### config.mk
export PLATFORM = sky130hd
export DESIGN_NAME = pipe_scoreboard
export DESIGN_NICKNAME = d
export VERILOG_FILES = /design/src/rtl/pipe_pkg.sv /design/src/rtl/sb_entry.sv /design/src/rtl/pipe_scoreboard.sv
export SDC_FILE = /design/constraint.sdc
export NUM_CORES = 1
export LEC_CHECK = 0
export ABC_AREA = 0
export CAP_MARGIN = 20
export CORE_MARGIN = 2
export CORE_UTILIZATION = 60
export DETAILED_ROUTE_END_ITERATION = 6
export GPL_TIMING_DRIVEN = 0
export HOLD_SLACK_MARGIN = 0.03
export PLACE_DENSITY_LB_ADDON = 0.25
export SLEW_MARGIN = 20
export SYNTH_ARGS = -nofsm -noshare
export SYNTH_HDL_FRONTEND = slang
export SYNTH_HIERARCHICAL = 1
export SYNTH_SLANG_ARGS = --single-unit
### constraint.sdc
create_clock -name clk -period 6.15 [get_ports clk]
set_input_delay 0.615 -clock clk [delete_from_list [all_inputs] [get_ports clk]]
set_output_delay 0.615 -clock clk [all_outputs]
set_load 0.005 [all_outputs]
### src/rtl/pipe_pkg.sv
// Shared constants and width helpers for the pipeline scoreboard.
package pipe_pkg;

    // fwd_sel code meaning "read the operand from the register file"
    localparam int FWD_REGFILE = 32'sd0;

    // Bits needed to name one of nregs architectural registers.
    function automatic int rw_f(input int nregs);
        return $clog2(nregs);
    endfunction

    // Bits needed to hold an age or latency in 0..depth.
    function automatic int lw_f(input int depth);
        return $clog2(depth + 32'sd1);
    endfunction

endpackage

### src/rtl/sb_entry.sv
// One scoreboard entry: tracks the youngest in-flight producer of a register.
module sb_entry
    import pipe_pkg::*;
#(
    parameter int DEPTH = 4,
    parameter int KILL  = 1,
    parameter int LW    = lw_f(DEPTH)
) (
    input  logic          clk,
    input  logic          rst_n,
    input  logic          i_load,
    input  logic [LW-1:0] i_lat,
    input  logic          i_adv,
    input  logic          i_flush,
    output logic          o_valid,
    output logic [LW-1:0] o_age,
    output logic [LW-1:0] o_lat
);

    localparam logic [LW-1:0] AGE_ONE  = LW'(1);
    localparam logic [LW-1:0] AGE_LAST = LW'(DEPTH);
    localparam logic [LW-1:0] AGE_KILL = LW'(KILL);

    logic          r_valid;
    logic [LW-1:0] r_age;
    logic [LW-1:0] r_lat;
    logic          w_valid_nxt;
    logic [LW-1:0] w_age_nxt;
    logic [LW-1:0] w_lat_nxt;

    // Next-state: flush kills young entries, a new producer replaces the old one,
    // otherwise the entry ages and drops out after writeback.
    always_comb begin
        w_valid_nxt = r_valid;
        w_age_nxt   = r_age;
        w_lat_nxt   = r_lat;
        if (i_flush) begin
            if (r_valid && ((r_age <= AGE_KILL) || (r_age == AGE_LAST))) begin
                w_valid_nxt = 1'b0;
                w_age_nxt   = {LW{1'b0}};
            end else if (r_valid) begin
                w_age_nxt = r_age + AGE_ONE;
            end else begin
                w_valid_nxt = 1'b0;
            end
        end else if (i_load) begin
            w_valid_nxt = 1'b1;
            w_age_nxt   = AGE_ONE;
            w_lat_nxt   = i_lat;
        end else if (i_adv && r_valid) begin
            if (r_age == AGE_LAST) begin
                w_valid_nxt = 1'b0;
                w_age_nxt   = {LW{1'b0}};
            end else begin
                w_age_nxt = r_age + AGE_ONE;
            end
        end else begin
            w_valid_nxt = r_valid;
        end
    end

    // Entry state register with synchronous clear.
    always_ff @(posedge clk) begin
        if (!rst_n) begin
            r_valid <= 1'b0;
            r_age   <= {LW{1'b0}};
            r_lat   <= {LW{1'b0}};
        end else begin
            r_valid <= w_valid_nxt;
            r_age   <= w_age_nxt;
            r_lat   <= w_lat_nxt;
        end
    end

    assign o_valid = r_valid;
    assign o_age   = r_age;
    assign o_lat   = r_lat;

endmodule

### src/rtl/pipe_scoreboard.sv
// Register scoreboard for an in-order pipeline: RAW stall and forward-source select.
module pipe_scoreboard
    import pipe_pkg::*;
#(
    parameter int NREGS    = 16,
    parameter int DEPTH    = 4,
    parameter int NRD      = 2,
    parameter int KILL     = 1,
    parameter int ZERO_REG = 1,
    localparam int RW      = rw_f(NREGS),
    localparam int LW      = lw_f(DEPTH)
) (
    input  logic              clk,
    input  logic              rst_n,
    input  logic              issue_valid,
    input  logic              issue_we,
    input  logic [RW-1:0]     issue_rd,
    input  logic [LW-1:0]     issue_lat,
    input  logic [NRD*RW-1:0] issue_rs,
    input  logic [NRD-1:0]    issue_rs_used,
    input  logic              hold,
    input  logic              flush,
    output logic              stall,
    output logic [NRD*LW-1:0] fwd_sel,
    output logic [NREGS-1:0]  pending,
    output logic              accept
);

    localparam bit ZR = (ZERO_REG != 32'sd0);

    logic [NREGS-1:0]  w_valid;
    logic [NREGS-1:0]  w_load;
    logic [LW-1:0]     w_age [NREGS];
    logic [LW-1:0]     w_lat [NREGS];
    logic [NRD-1:0]    w_port_stall;
    logic [NRD*LW-1:0] w_fwd;
    logic              w_stall;
    logic              w_accept;

    assign w_stall  = rst_n & issue_valid & (|w_port_stall);
    assign w_accept = rst_n & issue_valid & ~w_stall & ~hold & ~flush;

    // Destination decode: only an accepted writing instruction loads an entry.
    always_comb begin
        w_load = {NREGS{1'b0}};
        for (int r = 0; r < NREGS; r++) begin
            if ((issue_rd == RW'(r)) && !(ZR && (r == 0))) begin
                w_load[r] = w_accept & issue_we;
            end else begin
                w_load[r] = 1'b0;
            end
        end
    end

    for (genvar g = 0; g < NREGS; g++) begin : g_entry
        sb_entry #(
            .DEPTH (DEPTH),
            .KILL  (KILL),
            .LW    (LW)
        ) u_entry (
            .clk     (clk),
            .rst_n   (rst_n),
            .i_load  (w_load[g]),
            .i_lat   (issue_lat),
            .i_adv   (~hold),
            .i_flush (flush),
            .o_valid (w_valid[g]),
            .o_age   (w_age[g]),
            .o_lat   (w_lat[g])
        );
    end

    // Per read port: forward once the producer reached its latency, else stall.
    always_comb begin
        w_port_stall = {NRD{1'b0}};
        w_fwd        = {(NRD*LW){1'b0}};
        for (int k = 0; k < NRD; k++) begin
            if (issue_rs_used[k] && w_valid[issue_rs[k*RW +: RW]] &&
                !(ZR && (issue_rs[k*RW +: RW] == {RW{1'b0}}))) begin
                if (w_age[issue_rs[k*RW +: RW]] >= w_lat[issue_rs[k*RW +: RW]]) begin
                    w_fwd[k*LW +: LW] = w_age[issue_rs[k*RW +: RW]];
                end else begin
                    w_port_stall[k] = 1'b1;
                end
            end else begin
                w_fwd[k*LW +: LW] = LW'(FWD_REGFILE);
            end
        end
    end

    assign stall   = w_stall;
    assign accept  = w_accept;
    assign fwd_sel = rst_n ? w_fwd : {(NRD*LW){1'b0}};
    assign pending = w_valid & {NREGS{rst_n}};

endmodule

==> results of run 1 <==
-- cell families (layout without fill, tap and decap cells) --
family / after synthesis / after routing
and+or+nand+nor: 310 / 310
AOI/OAI and AO/OA: 157 / 157
muxes: 137 / 137
DFF: 112 / 112
buffers and inverters: 91 / 150
adders and majority gates: 54 / 54
xor gates and xnor gates: 19 / 19
other: 1 / 2
-- cells in the mapped netlist (2+ instances only) --
library cell  instances
or3_1                 3
mux2_2                2
buf_1                 3
o21ai_0              36
a211oi_1              4
nor3b_1              18
nand3_1              14
ha_1                 54
o41a_1                2
nor3_1               38
inv_1                53
buf_2                 9
nand4_1               3
a21oi_1              31
nand3b_1              2
nor2b_2               3
o311ai_2             16
a21boi_2             13
xnor2_1              19
a21boi_1             16
nand4b_1             18
nor4_1                5
nor2_1               40
and2_1               16
mux2i_1              73
a31oi_1               3
nand2_2              13
a211o_1               3
nand2b_1             30
o211ai_1             26
mux4_2               61
buf_6                18
dfxtp_1             112
clkbuf_1              6
o21ai_1               6
buf_4                 2
nor2b_1              78
nand2_1              24
nand2b_4              3
-- sequential cells by signal, summed over array words and instances, names as in the netlist --
register / cells
g_entry.u_entry/o_valid: 16
g_entry.u_entry/o_lat: 48
g_entry.u_entry/o_age: 48
-- area by class of cell --
type | count | area (um^2) | share of cell area
Sequential cell | 112 | 2240 | 0.230
Timing Repair Buffer | 43 | 470 | 0.0482
Buffer | 38 | 297 | 0.0304
Inverter | 53 | 199 | 0.0204
Clock inverter | 6 | 42.5 | 0.00436
Multi-Input combinational cell | 679 | 6040 | 0.619
Clock buffer | 10 | 239 | 0.0245
Tap cell | 184 | 230 | 0.0236
-- power groups by stage --
stage / registers (mW) / logic (mW) / clock network (mW)
5_1_grt: 0.732 / 0.186 / 0.616
2_1_floorplan: 0.747 / 0.102 / 0
3_3_place_gp: 0.749 / 0.169 / 0
6_report: 0.732 / 0.172 / 0.578
4_1_cts: 0.732 / 0.170 / 0.590
3_5_place_dp: 0.749 / 0.169 / 0
-- metal layers --
metal	global-route usage	share of wire	vias up
li1	-	-	3366
met1	0.416	0.44	3507
met2	0.470	0.47	262
met3	0.0357	0.071	32
met4	0.104	0.023	0
met5	0	0	-
-- worst min-delay path, stage by stage, from the launching register on --
cell     delay, ns
dfxtp_1       0.32
mux2i_1       0.12
nor2b_1       0.05
-- worst paths after layout --
check,from,end
max,issue_rs[5],fwd_sel[5]
min,g_entry[7].u_entry/o_lat[1],g_entry[7].u_entry/o_lat[1]
max reg2reg,g_entry[0].u_entry/o_age[2],g_entry[9].u_entry/o_age[1]
min reg2reg,g_entry[7].u_entry/o_lat[1],g_entry[7].u_entry/o_lat[1]
==> results.toml, run 1 <==
[run_status]
status = "finished clean"

[cells_and_area]
stdcell_count = 1125
n_fill_cell = 1166
area_delta_synth_final_pct = 11.2
final_area_mm2 = 0.00976
drive_gt1_frac = 0.174
final_common_cell = "dfxtp_1"
fin_nets = 1013
fin_util = 0.676
layout_common_cells = "dfxtp_1, nor2b_1, mux2i_1, mux4_2, ha_1"
antenna_cells = 0

[floorplan]
die_w_um = 125
die_h_um = 125
die-area_mm2 = 0.0156
rows = 44
io_pins = 47
design.core.area_mm2 = 0.0144
start_util = 0.608

[drt]
avgRoutedWirePerCell_um = 20.2
drt_iter0_drc = 655
drc = 0
dr_total_vias = 7167
dr.pass1.iters = 5
via_per_inst = 6.37
detail-route-antenna-nets = 0
routed_wl_um = 22700

[synthesis]
synth_xor_area_frac = 0.0190
synth_warnings = 6
synth-edff-count = 0
ys.flop_type = "dfxtp_1"
ys_async_sr_fraction = 0
yosysTopAreaCellShare = 0.256
yosysTopAreaCell = "dfxtp_1"
synth_cell_types = 44
synth-simple-area-share = 0.209
synth_top_family_by_area = "multiplexers"
yosys-top-cells-area = "dfxtp_1, mux4_2, mux2i_1"
syn_area_per_cell_um2 = 9.96
yosysSeqAreaShare = 0.256
ys_seq_elements = 112
synthAdderAreaFrac = 0.0770
syn-cell-area_mm2 = 0.00877
synthMuxAreaShare = 0.246
synth_compound_area_frac = 0.137
synthCells = 881

[setup_path]
cp.arrival_ns = 4.37
path_max_fanout = 10
cp.depth = 12
critPathTopFamily = "buffers and inverters"
rrSetupSlack_ns = 1.99
path_class = "in2out"
rr_worst_depth = 16
max_stage_delay_ns = 0.61
cp.required_ns = 5.53
path_buf_inv = 3
cp_cell_sequence = "buf_2, buf_1, mux4_2, nor2b_1, a211oi_1, nor2b_1, ha_1, nand2_1, o21ai_0, nand4_1, nor3b_1, clkdlybuf4s50_1"
crit_top_cell = "nor2b_1"
end_kind = "primary output"
cp_slowest_cell = "buf_1"
worst_setup_path_start_kind = "primary input"

[sta]
fin_crit_sh = 0.811
clock-skew-final_ns = 0.0132
timing.hold.ws_ns = 0.538
period_needed_ns = 4.99
hold_violations = 0
relSlewSlack = 0.445
finalSetupViolCount = 0
fmax_mhz = 200
drv_slew = 0
fin_ws_ns = 1.16
fin_setup_tns_ns = 0
tightestPinTransition_ns = 0.825
rsz0062_at_grt = "false"

[power_and_ir_drop]
powerDensity_mw_per_mm2 = 152
ir_drop_mv = 0.126
pwr-share-seq = 0.494
p_sw_uw = 392
switching_share = 0.265
p_int_mw = 1.09
pwr-share-comb = 0.116
finalPower_mw = 1.48
leakagePower_nw = 3.55
power_frac_clock = 0.390

[clocking]
cts_hold_buf = 0
cts_setup_buffers = 0
cts_buffers = 9
cts_tree = "built"
cts_sinks = 112
clk-insertion-delay-late_ns = 0.37
cts_resized = 0
cts-root-buf = "clkbuf_16"
clockBufferDepth = 2
path_clk_slew_ns = 0.07
cts-htree-levels = 3

[grt]
grt_pass1_vias = 6837
grt_use_total = 0.294
globalRouteOverflowTotal = 0
grt_pass1_wl_um = 36500
grt_max_degree = 75
antenna_found_initial = 0

[hold_path]
whs_path_depth = 2
holdCritPathClass = "reg2reg"

[placed_design]
dp_cells = 1109
place_ws_ns = 1.30
place.gp.congestion = 0.907
portBuffers = 40
dpl-instance-area_mm2 = 0.00948
hpwl_um = 16100

[flow_run]
maxCapViolCount = 0
No activity file was read; power rests on OpenSTA's default activity.
==> run 2, diff against run 1 <==
--- a/config.mk
+++ b/config.mk
@@ -8,7 +8,7 @@
 export ABC_AREA = 0
 export CAP_MARGIN = 20
 export CORE_MARGIN = 2
-export CORE_UTILIZATION = 60
+export CORE_UTILIZATION = 56
 export DETAILED_ROUTE_END_ITERATION = 6
 export GPL_TIMING_DRIVEN = 0
 export HOLD_SLACK_MARGIN = 0.03
==> constraint.sdc (replaced) <==
create_clock -name clk -period 4.1 [get_ports clk]
set_input_delay 0.41 -clock clk [delete_from_list [all_inputs] [get_ports clk]]
set_output_delay 0.41 -clock clk [all_outputs]
set_load 0.005 [all_outputs]
==> run 2 against run 1 <==
  * Wire length shrank 0.67%
  * Flip-flop and latch count is the same
  * Final area grew 1.7%
  * Setup slack lost 1.0 ns
  * Critical path type unchanged
  * First-iteration DRC count grew 5.8%
  * Clock skew shrank 0.0025 ns
  * Combinational power grew 53%
  * Cell count grew 2.5%
  * Core utilization shrank 2.6 points
  * Power grew 53%
  * Count of clock-buffer cells in the layout shrank 1
  * Largest power group unchanged
==> results.toml, run 2 (synthesized netlist as in run 1, its figures left out) <==
[setup_path]
rrSetupSlack_ns = 0.37
r2r_start = "g_entry[3].u_entry/o_age[1]"
max_stage_delay_ns = 0.57
path_max_fanout = 10
path_class = "in2out"
cp.required_ns = 3.69
rr_worst_depth = 16
end_kind = "primary output"
path_buf_inv = 3
worst_setup_path_start_kind = "primary input"
cp_slowest_cell = "clkdlybuf4s50_1"
rr_endpoint = "g_entry[7].u_entry/o_age[1]"
cp.depth = 12
cp_cell_sequence = "buf_2, buf_2, mux4_2, mux2i_1, nand2_1, nor2b_1, ha_1, nand2_1, o21ai_1, nand4_1, nor3b_2, clkdlybuf4s50_1"
cp.arrival_ns = 3.55
critPathTopFamily = "buffers and inverters"

[drt]
drt_iter0_drc = 693
detail-route-antenna-nets = 0
dr.pass1.iters = 5
routed_wl_um = 22500
via_per_inst = 6.17
dr_total_vias = 7117
drc = 0
avgRoutedWirePerCell_um = 19.5

[cells_and_area]
drive_gt1_frac = 0.190
final_common_cell = "dfxtp_1"
fin_util = 0.650
layout_common_cells = "dfxtp_1, nor2b_1, mux2i_1, mux4_2, ha_1"
area_delta_synth_final_pct = 13.1
n_fill_cell = 1239
fin_nets = 1015
antenna_cells = 0

[power_and_ir_drop]
pwr-share-seq = 0.483
power_frac_clock = 0.401
ir_drop_mv = 0.202
p_sw_uw = 589
pwr-share-comb = 0.116
p_int_mw = 1.68
leakagePower_nw = 3.61
powerDensity_mw_per_mm2 = 229
switching_share = 0.259

[grt]
grt_max_degree = 70
antenna_found_initial = 0
grt_pass1_vias = 6582
grt_use_total = 0.275
grt_pass1_wl_um = 35500
globalRouteOverflowTotal = 0

[clocking]
cts_tree = "built"
cts-htree-levels = 3
cts_buffers = 9
cts-root-buf = "clkbuf_16"
path_clk_slew_ns = 0.08
cts_sinks = 112
clockBufferDepth = 2
clk-insertion-delay-late_ns = 0.36

[floorplan]
die-area_mm2 = 0.0167
start_util = 0.575
die_h_um = 129
io_pins = 47
design.core.area_mm2 = 0.0153
die_w_um = 129
rows = 45

[sta]
finalSetupViolCount = 0
fmax_mhz = 253
clock-skew-final_ns = 0.0107
rsz0062_at_grt = "false"
relSlewSlack = 0.525
hold_violations = 0
period_needed_ns = 3.96
fin_crit_sh = 0.965
tightestPinTransition_ns = 0.707
drv_slew = 0
fin_ws_ns = 0.144

[hold_path]
holdPathEnd = "g_entry[8].u_entry/o_age[2]"
worstHoldStart = "rst_n"
whs_path_depth = 3
holdCritPathClass = "in2reg"

[placed_design]
hpwl_um = 16200
portBuffers = 40
place_ws_ns = -0.484
place.gp.congestion = 0.899

[run_status]
status = "finished clean"

[flow_run]
maxCapViolCount = 0
-- run 2: cell types whose count changed in the layout (fill, tap and decap cells not counted), sizes merged --
cell and change:
bufinv +1, buf +1, clkinv -1
-- run 2: timing repair --
item	in CTS	in global routing
hold buffers	0	0
setup endpoints to repair	11	30
resized for setup	14	21
setup buffers	0	2
pin swaps	1	4
-- run 2: power groups by stage --
stage | Sequential, mW | Clock, mW | Combinational [mW]
after CTS | 1.10 | 0.925 | 0.256
after global placement | 1.12 | 0 | 0.254
after floorplan | 1.12 | 0 | 0.153
final | 1.10 | 0.912 | 0.264
after detailed placement | 1.12 | 0 | 0.252
after global routing | 1.10 | 0.963 | 0.284
-- run 2: worst max-delay path by stage --
stage           startpoint                           to  slack, ns
4_1_cts        issue_rs[4]                        stall      0.009
3_3_place_gp         rst_n  g_entry[6].u_entry/o_age[1]      -1.84
3_5_place_dp   issue_rs[1]  g_entry[8].u_entry/o_age[1]      -0.48
2_1_floorplan  issue_rs[4]  g_entry[7].u_entry/o_age[1]       0.21
5_1_grt        issue_rs[4]                        stall       0.02
6_report       issue_rs[2]                   fwd_sel[2]       0.14
-- run 2: final cells by class --
class,count,area (um^2),share of cell area
clock inverters,6,67.6,0.00681
plain buffers,38,360,0.0363
flip-flops and latches,112,2240,0.226
repair buffers,45,485,0.0489
well taps,211,264,0.0266
clock buffers,9,225,0.0227
multi-input cells,679,6070,0.612
inverters,53,199,0.0201
-- run 2: through the flow --
step	setup TNS, ns	instance area [um^2]	total power [mW]	cells	hold slack (ns)
finish	0	9920	2.27	1153	0.474
global route	0	9920	2.35	1153	0.498
CTS	0	9840	2.28	1151	0.469
detailed placement	-16.03	9510	1.37	1136	0.524
global placement	-185.01	9440	1.38	1133	0.512
floorplan	0	8770	1.27	882	0.477
-- run 2: worst min-delay path, cell delays in order --
cell	delay (ns)
buf_4	0.22
nand2b_4	0.11
nor3_1	0.03
-- run 2: per-layer routing --
layer / wire length (um) / share of wire / track usage
met1: 10200 / 0.45 / 0.382
met2: 10500 / 0.47 / 0.442
met3: 1390 / 0.062 / 0.0450
met4: 419 / 0.019 / 0.0857
met5: 0 / 0 / 0
